**src/rtl/voice_bank_seq.sv**
```systemverilog
// ---------------------------------------------------------------------------
// voice_bank_seq
//
// Polyphonic note register bank. NUM_CHANNELS voice slots each hold a signed
// note sample, an unsigned velocity gain and an active flag. A sample_tick
// starts a time-multiplexed mix: one slot is read per clock, scaled by
// vel / 2^NUM_BITS_VEL (floor), and accumulated. The final sum is saturated
// to the output width and presented on note_out with a one-cycle note_valid.
//
// Ports
//   clk          system clock
//   rst          asynchronous active-high reset
//   wr_en        write note_in/vel_in into slot wr_ch and mark it active
//   wr_ch        slot index for write (out-of-range indices are ignored)
//   note_in      signed note sample
//   vel_in       unsigned velocity
//   clr_en       deactivate slot clr_ch (a same-slot write takes precedence)
//   clr_ch       slot index for clear (out-of-range indices are ignored)
//   sample_tick  one-cycle request for a mixed sample
//   note_out     signed mixed sample, held until the next result
//   note_valid   one-cycle pulse when note_out updates
//   active       per-slot active flags
//   busy         high while a mix is in progress
//   overrun      one-cycle pulse: sample_tick arrived while busy
//
// Timing: tick in cycle t -> slot i read in cycle t+1+i -> result and
// note_valid in cycle t+N+2, the same cycle busy drops.
// ---------------------------------------------------------------------------
module voice_bank_seq #(
  parameter  int NUM_BITS_IN  = 18,
  parameter  int NUM_BITS_OUT = 24,
  parameter  int NUM_BITS_VEL = 7,
  parameter  int NUM_CHANNELS = 16,
  localparam int CH_BITS      = $clog2(NUM_CHANNELS)
) (
  input  logic                    clk,
  input  logic                    rst,
  input  logic                    wr_en,
  input  logic [CH_BITS-1:0]      wr_ch,
  input  logic [NUM_BITS_IN-1:0]  note_in,
  input  logic [NUM_BITS_VEL-1:0] vel_in,
  input  logic                    clr_en,
  input  logic [CH_BITS-1:0]      clr_ch,
  input  logic                    sample_tick,
  output logic [NUM_BITS_OUT-1:0] note_out,
  output logic                    note_valid,
  output logic [NUM_CHANNELS-1:0] active,
  output logic                    busy,
  output logic                    overrun
);

  // Accumulator is wide enough for N full-scale products, so it never wraps.
  localparam int ACC_W  = NUM_BITS_IN + CH_BITS + 1;
  localparam int PROD_W = NUM_BITS_IN + NUM_BITS_VEL + 1;

  localparam logic [1:0] IDLE  = 2'd0;
  localparam logic [1:0] ACCUM = 2'd1;
  localparam logic [1:0] FLUSH = 2'd2;

  localparam logic [CH_BITS-1:0] LAST_IDX = CH_BITS'(NUM_CHANNELS - 1);

  // -------------------------------------------------------------------------
  // Slot storage
  // -------------------------------------------------------------------------
  logic signed [NUM_BITS_IN-1:0]  note_mem [NUM_CHANNELS];
  logic        [NUM_BITS_VEL-1:0] vel_mem  [NUM_CHANNELS];
  logic        [NUM_CHANNELS-1:0] active_q;
  logic        [NUM_CHANNELS-1:0] wr_hit;
  logic        [NUM_CHANNELS-1:0] clr_hit;

  // One-hot decode of the write/clear targets. An index >= NUM_CHANNELS
  // matches no slot, which is how out-of-range requests are dropped.
  always_comb begin
    // NOTE: every output of a combinational block gets a default first, so
    // no path leaves it unassigned and no latch is inferred.
    wr_hit  = '0;
    clr_hit = '0;
    for (int i = 0; i < NUM_CHANNELS; i++) begin
      wr_hit[i]  = wr_en  && (wr_ch  == CH_BITS'(i));
      clr_hit[i] = clr_en && (clr_ch == CH_BITS'(i));
    end
  end

  always_ff @(posedge clk or posedge rst) begin
    if (rst) begin
      // NOTE: the slot arrays are reset explicitly because a freshly reset
      // bank must mix to zero; this makes them flops rather than a RAM.
      for (int i = 0; i < NUM_CHANNELS; i++) begin
        note_mem[i] <= '0;
        vel_mem[i]  <= '0;
      end
      active_q <= '0;
    end else begin
      // NOTE: sequential state is assigned with <= only, so every flop
      // samples pre-edge values regardless of statement order.
      for (int i = 0; i < NUM_CHANNELS; i++) begin
        if (wr_hit[i]) begin
          note_mem[i] <= note_in;
          vel_mem[i]  <= vel_in;
          active_q[i] <= 1'b1;
        end else if (clr_hit[i]) begin
          active_q[i] <= 1'b0;
        end
      end
    end
  end

  // -------------------------------------------------------------------------
  // Mix datapath
  // -------------------------------------------------------------------------
  logic        [1:0]              state;
  logic        [CH_BITS-1:0]      idx;
  logic signed [ACC_W-1:0]        acc;
  logic signed [NUM_BITS_IN-1:0]  prod_q;
  logic                           prod_vld;
  logic signed [NUM_BITS_OUT-1:0] note_out_q;

  logic signed [NUM_BITS_IN-1:0]  rd_note;
  logic        [NUM_BITS_VEL-1:0] rd_vel;
  logic                           rd_act;
  logic signed [PROD_W-1:0]       prod_full;
  logic signed [PROD_W-1:0]       prod_sh;
  logic signed [NUM_BITS_IN-1:0]  prod_d;
  logic signed [ACC_W-1:0]        sum_next;
  logic signed [NUM_BITS_OUT-1:0] out_d;

  // Slot values are taken live in the cycle they are read; a write that
  // lands before the read is seen, one that lands after is not.
  assign rd_note = note_mem[idx];
  assign rd_vel  = vel_mem[idx];
  assign rd_act  = active_q[idx];

  // Velocity is zero-extended to a positive signed operand, so the product
  // carries the note's sign; >>> then floors toward -inf.
  assign prod_full = rd_note * $signed({1'b0, rd_vel});
  assign prod_sh   = prod_full >>> NUM_BITS_VEL;
  // |vel / 2^VEL| < 1, so the scaled product always fits the note width.
  assign prod_d    = rd_act ? NUM_BITS_IN'(prod_sh) : '0;

  assign sum_next  = acc + ACC_W'(prod_q);

  generate
    if (ACC_W <= NUM_BITS_OUT) begin : g_extend
      assign out_d = NUM_BITS_OUT'(sum_next);
    end else begin : g_saturate
      localparam logic signed [ACC_W-1:0] SAT_MAX =
        {{(ACC_W - NUM_BITS_OUT + 1){1'b0}}, {(NUM_BITS_OUT - 1){1'b1}}};
      localparam logic signed [ACC_W-1:0] SAT_MIN =
        {{(ACC_W - NUM_BITS_OUT + 1){1'b1}}, {(NUM_BITS_OUT - 1){1'b0}}};
      always_comb begin
        out_d = NUM_BITS_OUT'(sum_next);
        if (sum_next > SAT_MAX) begin
          out_d = NUM_BITS_OUT'(SAT_MAX);
        end else if (sum_next < SAT_MIN) begin
          out_d = NUM_BITS_OUT'(SAT_MIN);
        end
      end
    end
  endgenerate

  // -------------------------------------------------------------------------
  // Sequencer
  //   IDLE  : wait for sample_tick, clear acc
  //   ACCUM : read slot idx (product registered), add previous product
  //   FLUSH : add last product, write note_out
  // prod_vld marks that prod_q holds a product from the previous read cycle,
  // which is false in the first ACCUM cycle.
  // -------------------------------------------------------------------------
  always_ff @(posedge clk or posedge rst) begin
    if (rst) begin
      state      <= IDLE;
      idx        <= '0;
      acc        <= '0;
      prod_q     <= '0;
      prod_vld   <= 1'b0;
      note_out_q <= '0;
      note_valid <= 1'b0;
      overrun    <= 1'b0;
    end else begin
      note_valid <= 1'b0;
      overrun    <= sample_tick && (state != IDLE);
      prod_q     <= prod_d;
      prod_vld   <= (state == ACCUM);

      case (state)
        IDLE: begin
          if (sample_tick) begin
            state <= ACCUM;
            idx   <= '0;
            acc   <= '0;
          end
        end
        ACCUM: begin
          if (prod_vld) begin
            acc <= sum_next;
          end
          if (idx == LAST_IDX) begin
            state <= FLUSH;
          end else begin
            idx <= idx + CH_BITS'(1);
          end
        end
        FLUSH: begin
          note_out_q <= out_d;
          note_valid <= 1'b1;
          idx        <= '0;
          state      <= IDLE;
        end
        default: begin
          state <= IDLE;
        end
      endcase
    end
  end

  assign note_out = note_out_q;
  assign active   = active_q;
  assign busy     = (state != IDLE);

endmodule

```
**config.mk**
```make
export PLATFORM = sky130hd
export DESIGN_NAME = voice_bank_seq
export DESIGN_NICKNAME = d
export VERILOG_FILES = /design/src/rtl/voice_bank_seq.sv
export SDC_FILE = /design/constraint.sdc
export NUM_CORES = 1
export LEC_CHECK = 0
export ABC_AREA = 1
export CAP_MARGIN = 10
export CORE_MARGIN = 2
export CORE_UTILIZATION = 45
export CTS_CLUSTER_SIZE = 25
export DETAILED_ROUTE_END_ITERATION = 10
export DONT_BUFFER_PORTS = 1
export PLACE_DENSITY = 0.64
export SYNTH_ARGS = -nofsm -noshare
export SYNTH_HDL_FRONTEND = slang
export SYNTH_SLANG_ARGS = --single-unit
```
**constraint.sdc**
```tcl
create_clock -name clk -period 32 [get_ports clk]
set_clock_uncertainty 0.15 [all_clocks]
set_input_delay 0 -clock clk [delete_from_list [all_inputs] [get_ports clk]]
set_output_delay 0 -clock clk [all_outputs]
set_load 0.05 [all_outputs]
```
==> implementation parameters <==
Parameter                              Value

Status
  Result of the run ... complete, no violations

Die
  Initial Utilization ... 0.454
  Number of core rows ... 89
  Die extent in x ... 248 µm
  Die area ... roughly 0.06 mm²
  Height of the chip ... 248 µm
  Area inside the core boundary ... 0.0589 mm²
  Ports ... 81

Yosys
  Top cells by area in the synthesized netlist ... sky130_fd_sc_hd__dfrtp_1 46%, sky130_fd_sc_hd__nand2_1 13%, sky130_fd_sc_hd__o21ai_0 11%, sky130_fd_sc_hd__fa_1 7.0%, sky130_fd_sc_hd__inv_1 4.7%
  Most used DFF post-synth ... sky130_fd_sc_hd__dfrtp_1
  EDFF count, synth ... 0
  Fraction of the yosys area taken by sequential cells ... 0.458
  Yosys warns ... 0
  Synthesized net count ... ~3500
  Post-synthesis cell type with the largest combined area ... sky130_fd_sc_hd__dfrtp_1
  Cell variety after synth ... 44
  Number of register bits inferred by synthesis ... 489
  Most common cell in the synthesized netlist ... sky130_fd_sc_hd__nand2_1
  Summed instance area of the synthesized netlist ... ~0.027 mm²
  Share of flip-flops with an asynchronous set or reset after synthesis ... 1.00
  Post-Synthesis Mean Instance Area ... 8.12 µm²
  Gate Count Post-Synth ... 3293
  Synth cell count leaders ... 919 x sky130_fd_sc_hd__nand2_1, 598 x sky130_fd_sc_hd__o21ai_0, 489 x sky130_fd_sc_hd__dfrtp_1, 336 x sky130_fd_sc_hd__inv_1, 182 x sky130_fd_sc_hd__nor2_1
  Share of the synthesized area in the top cell type ... 0.458

Drt
  Final routed wirelength across all metal layers ... between 70000 and 80000 µm
  Routed wire per std cell ... 19.1 µm
  Detailed-routing iteration count for the pre-antenna-repair pass ... 6
  Routed via count divided by cell count ... about 5.5
  ANT nets after route ... 0
  Remaining design rule violation count ... 0
  Total via count after detailed routing ... 22500
  Number of design-rule violations left by the first detailed-router iteration ... between 2000 and 2500

Clock network
  Max H-tree Level ... 2
  Clock net sink count ... 489
  Gates resized, CTS repair ... 0
  Cell at the root of the clock tree ... sky130_fd_sc_hd__clkbuf_16
  Post-CTS Setup Repair Bufs ... 0
  Clock tree from TritonCTS ... built
  Number of clock buffers inserted by TritonCTS ... 53
  Clk Latency, worst-skew pair ... 0.61 ns
  Clock slew at reported path FFs ... about 0.070 ns
  Max Buffers Root-to-Sink ... 3

Critical path
  Critical path fanouts, max ... 78
  Worst setup SP type ... register
  Highest cell delay on the worst timing path ... 0.79 ns
  Slack of the worst reg-to-reg path ... 24.26 ns
  Worst path cell trace ... inv_4 > buf_4 > buf_4 > o21ai_0 > o22ai_1 > o2111ai_1 > nand2_1 > nand2_1 > inv_1 > fa_1 > fa_1 > fa_1 > inv_1 > fa_1 > inv_1 > ha_1 > nand2_1 > nor2_1 > inv_1 > o21ai_0 > a31oi_1 > nand3_1 > nand2_1 > nor2_1
  Required time of the critical path ... 32.37 ns
  Worst Setup Path Type ... reg -> reg
  CP Data Arrival Time ... 8.11 ns
  Endpoint class of the critical path ... register
  Standard cell with the maximum stage delay on the critical path ... sky130_fd_sc_hd__buf_4
  Total buffers and inverters traversed by the critical path ... 7
  Kind of cell adding the most delay to the critical path ... adder cells

STA
  Pins Over Slew Limit ... 0
  Clock period minus final worst setup slack ... ~7.7 ns
  Final-report hold violation count ... 0
  Final cycle utilization of the critical path ... 0.242
  Setup slack of the critical path after layout ... between 20 and 25 ns
  Transition time at the pin with the least slew margin ... 1.17 ns
  Setup total negative slack ... 0 ns
  Number of setup violations in the final report ... 0
  RSZ-0062 raised after global routing ... false
  Worst rel slew slack ... 0.216
  Achievable clock frequency ... about 130 MHz

Job
  Max-capacitance violation count ... 0

Cells and area
  Count of filler cells inserted in the layout ... between 5000 and 6000
  Seq. cell area ... 0.0122 mm²
  Share of post-route cells with drive strength above 1 ... 0.0514
  Area of combinational cells with multiple inputs ... 0.0124 mm²
  Relative area change from synthesis to final layout ... 11.7%
  Net count, final ... 3468

Placed design
  Gp weighted congestion ... 0.874
  Total of buffers placed on input and output ports ... 0
  DP Worst Slack ... 24.38 ns
  Detailed-placement wirelength estimate ... 47100 µm

Global route
  Global-route wire length before repair ... 124000 µm
  All-Layer GR Usage ... 0.260
  Gr ovfl total ... 0
  Pin count of the biggest net entering global routing ... 180
  Number of global-route vias before repair ... 22100
  Initial antenna violation count ... 5

Min path
  Type of the worst min-delay path ... in -> reg
## cell families after synthesis
logic type                 share of synthesized area
and+or+nand+nor                                0.184
xor gates and xnor gates                     0.00753
buffers and inverters                         0.0793
AOI/OAI and AO/OA                              0.168
DFF                                            0.458
adders and majority gates                      0.103
## registers in the layout, summed over array words and instances (netlist names)
register,cells
note_mem,288
vel_mem,112
acc,23
note_out,23
prod_q,18
active,16
idx,4
state,2
note_valid,1
overrun,1
prod_vld,1
## final cells by class
| type | instances | area share |
|---|---|---|
| Sequential cell | 489 | 0.410 |
| Clock inverter | 20 | 0.00888 |
| Antenna cell | 6 | 0.000503 |
| Multi-Input combinational cell | 2263 | 0.417 |
| Clock buffer | 77 | 0.0511 |
| Tap cell | 773 | 0.0324 |
| Inverter | 342 | 0.0433 |
| Timing Repair Buffer | 117 | 0.0374 |
## routing by layer
layer,share of wire,vias to the layer above,GRT usage
met3,0.072,148,0.0443
met5,0,-,0
met2,0.46,857,0.421
met1,0.44,10900,0.355
met4,0.027,0,0.0875
li1,-,10600,-
## worst reg2reg max path: stages, from the launching register on
cell	delay (ns)
sky130_fd_sc_hd__dfrtp_4	0.75
sky130_fd_sc_hd__inv_4	0.42
sky130_fd_sc_hd__buf_4	0.77
sky130_fd_sc_hd__buf_4	0.84
sky130_fd_sc_hd__o21ai_0	0.22
sky130_fd_sc_hd__o22ai_1	0.15
sky130_fd_sc_hd__o2111ai_1	0.12
sky130_fd_sc_hd__nand2_1	0.53
sky130_fd_sc_hd__nand2_1	0.12
sky130_fd_sc_hd__inv_1	0.10
sky130_fd_sc_hd__fa_1	0.43
sky130_fd_sc_hd__fa_1	0.51
sky130_fd_sc_hd__fa_1	0.50
sky130_fd_sc_hd__inv_1	0.05
sky130_fd_sc_hd__fa_1	0.47
sky130_fd_sc_hd__inv_1	0.04
sky130_fd_sc_hd__ha_1	0.36
sky130_fd_sc_hd__nand2_1	0.14
sky130_fd_sc_hd__nor2_1	0.14
sky130_fd_sc_hd__inv_1	0.08
sky130_fd_sc_hd__o21ai_0	0.32
sky130_fd_sc_hd__a31oi_1	0.17
sky130_fd_sc_hd__nand3_1	0.11
sky130_fd_sc_hd__nand2_1	0.05
sky130_fd_sc_hd__nor2_1	0.12
## cell usage in the layout, fill, tap and decap left out, types with 6 or more instances in the layout
cell | synthesis | final
sky130_fd_sc_hd__a21oi_1 | 120 | 120
sky130_fd_sc_hd__a221oi_1 | 20 | 20
sky130_fd_sc_hd__buf_4 | 2 | 33
sky130_fd_sc_hd__clkbuf_1 | 147 | 13
sky130_fd_sc_hd__clkbuf_16 | 0 | 53
sky130_fd_sc_hd__clkbuf_8 | 0 | 11
sky130_fd_sc_hd__clkinv_2 | 0 | 9
sky130_fd_sc_hd__dfrtp_1 | 489 | 486
sky130_fd_sc_hd__diode_2 | 0 | 6
sky130_fd_sc_hd__dlygate4sd3_1 | 0 | 82
sky130_fd_sc_hd__fa_1 | 94 | 94
sky130_fd_sc_hd__ha_1 | 70 | 70
sky130_fd_sc_hd__inv_1 | 336 | 334
sky130_fd_sc_hd__nand2_1 | 919 | 908
sky130_fd_sc_hd__nand2_2 | 12 | 23
sky130_fd_sc_hd__nand3_1 | 83 | 79
sky130_fd_sc_hd__nand3_2 | 2 | 6
sky130_fd_sc_hd__nand4_1 | 17 | 17
sky130_fd_sc_hd__nor2_1 | 182 | 181
sky130_fd_sc_hd__nor3_1 | 12 | 12
sky130_fd_sc_hd__o2111ai_1 | 17 | 17
sky130_fd_sc_hd__o21ai_0 | 598 | 598
sky130_fd_sc_hd__o221ai_1 | 18 | 18
sky130_fd_sc_hd__o22ai_1 | 26 | 26
sky130_fd_sc_hd__xnor2_1 | 12 | 12
sky130_fd_sc_hd__xor2_1 | 11 | 11
## worst paths after layout
path,startpoint,to,depth (start not counted)
max,idx[0]$_DFFE_PP0P_,prod_q[17]$_DFF_PP0_,24
min,wr_ch[2],active[15]$_DFFE_PP0P_,5
max reg2reg,idx[0]$_DFFE_PP0P_,prod_q[17]$_DFF_PP0_,24
min reg2reg,note_mem[265]$_DFFE_PP0P_,note_mem[265]$_DFFE_PP0P_,2
max in group asynchronous,rst,note_mem[252]$_DFFE_PP0P_,6
min in group asynchronous,rst,note_mem[259]$_DFFE_PP0P_,4
## repair_timing
| item | 4_1_cts | 5_1_grt |
|---|---|---|
| hold buffers | 83 | 0 |
| endpoints found under the setup margin | 0 | 0 |
| hold endpoints to repair | 530 | 0 |
## stage by stage
step                      area [µm²]  hold WS, ns  std cells   util
after global routing           29900       0.0498       4084  0.507
after floorplan                26700      -0.0290       3293      -
final                          29900       0.0511       4087  0.507
after global placement         27200       -0.135       3901  0.462
after detailed placement       27200       -0.131       3901  0.462
after CTS                      29900       0.0148       4081  0.507
Power is not shown: default switching activity piles up to over one toggle a cycle in this logic, so the estimate is an artifact.
